==> src/rtl/switch_debounce_8_pkg.sv <==
// switch_debounce_8_pkg: shared debounce constants and counter width helper
package switch_debounce_8_pkg;
   localparam int DEBOUNCE_10MS_100MHZ = 1000000;
   localparam int SIM_DEBOUNCE = 4;
   function automatic int cnt_width(input int n);
      return (n <= 2) ? 1 : $clog2(n);
   endfunction
endpackage

==> src/rtl/switch_debounce_8_bit.sv <==
// debounce_bit: one switch channel, 2-flop synchroniser plus stable-time filter
module debounce_bit
   import switch_debounce_8_pkg::*;
#(
   parameter int DEBOUNCE_CYCLES = DEBOUNCE_10MS_100MHZ
) (
   input  logic clk,
   input  logic rst,
   input  logic raw,
   output logic stable,
   output logic update
);
   localparam int CNT_W = cnt_width(DEBOUNCE_CYCLES);
   localparam logic [CNT_W-1:0] LAST = CNT_W'(DEBOUNCE_CYCLES - 1);
   logic s1, s2;
   logic [CNT_W-1:0] cnt;
   assign update = (s2 != stable) && (cnt == LAST);
   // any return to the stable level restarts the full interval
   always_ff @(posedge clk or posedge rst) begin
      if (rst) begin
         s1     <= 1'b0;
         s2     <= 1'b0;
         cnt    <= '0;
         stable <= 1'b0;
      end else begin
         s1     <= raw;
         s2     <= s1;
         cnt    <= (s2 == stable || update) ? '0 : cnt + 1'b1;
         stable <= update ? s2 : stable;
      end
   end
endmodule

==> src/rtl/switch_debounce_8.sv <==
// switch_debounce_8: debounced switch bank with change and rising-edge strobes
module switch_debounce_8
   import switch_debounce_8_pkg::*;
#(
   parameter int WIDTH = 8,
   parameter int DEBOUNCE_CYCLES = DEBOUNCE_10MS_100MHZ
) (
   input  logic             clk,
   input  logic             rst,
   input  logic [WIDTH-1:0] sw_raw,
   output logic [WIDTH-1:0] sw_stable,
   output logic             sw_changed,
   output logic [WIDTH-1:0] sw_rise
);
   logic [WIDTH-1:0] update;
   for (genvar i = 0; i < WIDTH; i++) begin : g_bit
      debounce_bit #(.DEBOUNCE_CYCLES(DEBOUNCE_CYCLES)) u_bit (
         .clk    (clk),
         .rst    (rst),
         .raw    (sw_raw[i]),
         .stable (sw_stable[i]),
         .update (update[i])
      );
   end
   // strobes share the edge of the stable update; old stable 0 means a rise
   always_ff @(posedge clk or posedge rst) begin
      if (rst) begin
         sw_changed <= 1'b0;
         sw_rise    <= '0;
      end else begin
         sw_changed <= |update;
         sw_rise    <= update & ~sw_stable;
      end
   end
endmodule

==> config.mk <==
export PLATFORM = sky130hd
export DESIGN_NAME = switch_debounce_8
export DESIGN_NICKNAME = d
export VERILOG_FILES = /design/src/rtl/switch_debounce_8_pkg.sv /design/src/rtl/switch_debounce_8_bit.sv /design/src/rtl/switch_debounce_8.sv
export SDC_FILE = /design/constraint.sdc
export NUM_CORES = 1
export LEC_CHECK = 0
export CAP_MARGIN = 0
export CORE_MARGIN = 8
export CORE_UTILIZATION = 50
export CTS_CLUSTER_DIAMETER = 200
export DETAILED_ROUTE_END_ITERATION = 12
export PLACE_DENSITY_LB_ADDON = 0.12
export SLEW_MARGIN = 20
export SYNTH_ARGS = -nofsm -noshare
export SYNTH_HDL_FRONTEND = slang
export SYNTH_SLANG_ARGS = --single-unit
==> constraint.sdc <==
create_clock -name clk -period 15.65 [get_ports clk]
set_input_delay 1.565 -clock clk [delete_from_list [all_inputs] [get_ports clk]]
set_output_delay 1.565 -clock clk [all_outputs]
set_load 0.1 [all_outputs]
==> results.txt <==
----------------------------------------------------
[Logic synthesis]
  Cell taking the most area after synthesis ... dfrtp_1
  Top cell types by occurrence after synthesis ... dfrtp_1 (193), nor2_1 (188), xor2_1 (92), xnor2_1 (60), nand3_1 (59)
  Proportion of netlist area held by the largest area contributor ... a little over half
  Number of nets produced by synthesis ... approximately 890
  Avg Synthesized Cell Area ... between 10 and 15 µm²
  Distinct cell type count of the synthesized netlist ... between 40 and 50
  Share of flip-flops with an asynchronous set or reset after synthesis ... between 90% and 100%
  Synthesized instance count ... ~870
  Number of synthesis warnings ... 0
  Number of enable-type register cells in the synthesized netlist ... 0
  Portion of the post-synthesis area used by sequential elements ... between 50% and 60%
  Most repeated cell in the gate-level netlist after synthesis ... dfrtp_1
  Most used DFF post-synth ... dfrtp_1
  Mapped Area ... roughly 9000 µm²
  Yosys reg bits ... between 150 and 200
  Top area cells in the synthesized netlist ... dfrtp_1 (54%), xor2_1 (9.0%), nor2_1 (7.9%)

[GRT]
  Initial antenna violation count ... 0
  Total Routing Usage GR ... 15.6%
  Total grt overflow ... 0
  Via count of the first global-routing pass ... 6317
  Pin count of the biggest net entering global routing ... 129
  Wire length of the first global-routing pass ... 28900 µm

[Power]
  Leakage ... between 4 and 5 nW
  Peak supply drop ... 0.0724 mV
  Power density over the cells ... around 97 nW/µm²

[Finish]
  Area delta synth->final ... 10.8%
  # diodes ... 0
  Area of the multi-input gates ... slightly below 4000 µm²
  Share of post-route cells with drive strength above 1 ... between 7 and 8%
  Post-layout nets ... between 900 and 1000
  Sequential standard cell area ... a little under 5000 µm²
  Non-filler instance count after layout ... 1131
  Layout filler cell count ... roughly 1600

[STA]
  Setup repair after global routing missed its margin ... false
  Final Worst Setup Slack ... between 10 and 15 ns
  Total setup violations reported at the end of the flow ... 0
  Final hold viol count ... 0
  Largest clock skew in the final design ... ~0.0064 ns
  Fmax ... about 0.28 GHz
  Transition time at the pin with the least slew margin ... between 0.9 and 1 ns
  Final clock period utilization by the worst path ... 22.6%
  Worst relative slew slack ... between 30% and 40%
  Min cycle time layout ... about 3.5 ns
  Number of max-slew violations in the final report ... 0
  Fin Setup TNS ... 0 ns

[Floorplan]
  # rows ... about 50
  Initial cell density of the core ... between 50% and 60%
  Floorplan core area ... 17800 µm²
  Die Area ... roughly 22000 µm²
  Die boundary width ... around 150 µm
  Die extent in y ... roughly 150 µm
  IO Count ... 27

[Worst setup path]
  Category of the worst setup path capture point ... output pin
  Peak fanout along the critical path ... 4
  Crit path DAT ... approximately 2.0 ns
  Top delay family on crit path ... buffers and inverters
  Logic depth of the worst register-to-register path ... 5
  Register-to-register setup slack ... ~13 ns
  Slowest cell on crit path ... clkdlybuf4s50_1
  Worst setup path start ... g_bit[3].u_bit.stable
  Critical path buffer and inverter count ... 1
  Category of the most critical setup path ... reg -> out
  Capture point of the worst reg-to-reg path ... g_bit[5].u_bit.cnt[13]
  Largest stage delay on the critical path ... about 1.2 ns
  Nature of the critical path startpoint ... register
  Cells along the critical path ... clkdlybuf4s50_1
  Startpoint of the lowest-slack register-to-register path ... g_bit[5].u_bit.cnt[0]
  Required @ worst endpoint ... 14.09 ns

[Worst hold path]
  Hold path depth ... 0
  Hold Crit Class ... reg -> reg
  Source of the worst hold timing path ... g_bit[4].u_bit.s1
  Hold Crit Endpoint ... g_bit[4].u_bit.s2

[Drt]
  Routed wire length ... approximately 16000 µm
  Number of antenna-violating nets in the routed design ... 0
  Average wire per standard cell ... roughly 14 µm
  Total number of vias ... 5980
  Initial detailed-routing violation count ... approximately 330
  Number of iterations in the first detailed-routing pass ... 4
  Detailed-route DRC error count ... 0
  Number of vias per cell ... 5.29

[Place]
  Worst slack, placed ... 11.96 ns
  Number of instances in the placed design ... 1099
  Number of input and output port buffers inserted ... 26
  Weighted congestion at the end of routability-driven global placement ... 0.806
  Post-detail-place hpwl ... 11000 µm

[Run status]
  Run status ... complete, no violations

[Clocking]
  PostCTS Resize Cnt ... 0
  CTS H-Tree Depth ... 4
  Count of buffers added by post-CTS timing repair for setup ... 0
  Inserted Clock Buffers ... 17
  Source-to-sink clock delay at the later pin of the worst-skew pair ... 0.42 ns
  Clock transition at path regs ... ~0.070 ns
  CTS tree ... built
  Clock sink total ... ~190
  Clock tree root buffer cell ... clkbuf_16
  Number of buffers inserted by hold repair at cts ... 0
  Number of buffers on the longest clock path ... 2

[Flow run]
  Count of max-cap constraint violations ... 0

----------------------------------------------------
==> worst max path at each step <==
| stage | slack, ns | cells after the start | endpoint |
|---|---|---|---|
| final | 12.11 | 1 | sw_stable[3] |
| after floorplan | 8.83 | 1 | g_bit[0].u_bit.cnt[0] |
| after global routing | 12.04 | 1 | sw_stable[7] |
| after CTS | 12.08 | 1 | sw_stable[3] |
| after detailed placement | 11.96 | 3 | g_bit[6].u_bit.cnt[15] |
| after global placement | 12.04 | 3 | g_bit[6].u_bit.cnt[13] |
==> state kept, by name, summed over array words and instances, names as in the netlist <==
name                cells
sw_rise                 8
g_bit.u_bit.stable      8
g_bit.u_bit.cnt       160
sw_changed              1
g_bit.u_bit.s2          8
g_bit.u_bit.s1          8
==> power by group <==
group          switching (mW)  total (mW)  leakage, nW  internal, mW
sequential            0.00740       0.513         2.64         0.506
clock                   0.191       0.419        0.278         0.227
combinational          0.0220      0.0304         1.38       0.00835
total                   0.221       0.962         4.30         0.741
==> cell families (layout without fill, tap and decap cells) <==
group | Yosys count | count (layout) | synth area share, %
AND/OR/NAND/NOR | 459 | 459 | 26.3
flip-flops | 193 | 193 | 53.8
XOR/XNOR | 152 | 152 | 14.8
buffers and inverters | 45 | 78 | 2.63
adder cells (fa/ha/maj) | 8 | 8 | 1.12
multiplexers | 8 | 8 | 1.00
AO/OA/AOI/OAI | 4 | 4 | 0.349
==> routing by layer <==
| layer | track usage, % | vias to the layer above | wire length, µm |
|---|---|---|---|
| met5 | 0 | - | 0 |
| met4 | 6.55 | 0 | 327 |
| met3 | 3.08 | 18 | 489 |
| met2 | 25.9 | 82 | 7890 |
| met1 | 19.7 | 2931 | 7420 |
| li1 | - | 2949 | - |
==> placed cells by master (no fill, tap or decap), types with 22 or more instances in the layout <==
master             n
clkdlybuf4s50_1   26
dfrtp_1          193
nand2_1           54
nand3_1           59
nand4_1           39
nor2_1           188
nor4_1            22
xnor2_1           60
xor2_1            92
==> per-stage QoR <==
| step | power, mW | area [µm²] | hold WS (ns) | util, % |
|---|---|---|---|---|
| after floorplan | 0.545 | 8970 | 0.331 | - |
| after detailed placement | 0.554 | 9370 | 0.335 | 52.7 |
| after global routing | 1.00 | 9940 | 0.354 | 55.9 |
| after CTS | 0.978 | 9940 | 0.352 | 55.9 |
| after global placement | 0.553 | 9370 | 0.333 | 52.7 |
| final | 0.962 | 9940 | 0.349 | 55.9 |
==> area by class of cell <==
| cell class | instances | area share, % |
|---|---|---|
| multi-input combinational | 631 | 39.3 |
| sequential | 193 | 48.6 |
| tap | 229 | 2.88 |
| clock buffer | 19 | 4.46 |
| clock inverter | 13 | 1.27 |
| timing repair buffer | 27 | 2.69 |
| inverter | 19 | 0.793 |
(Power assumes the default switching activity.)
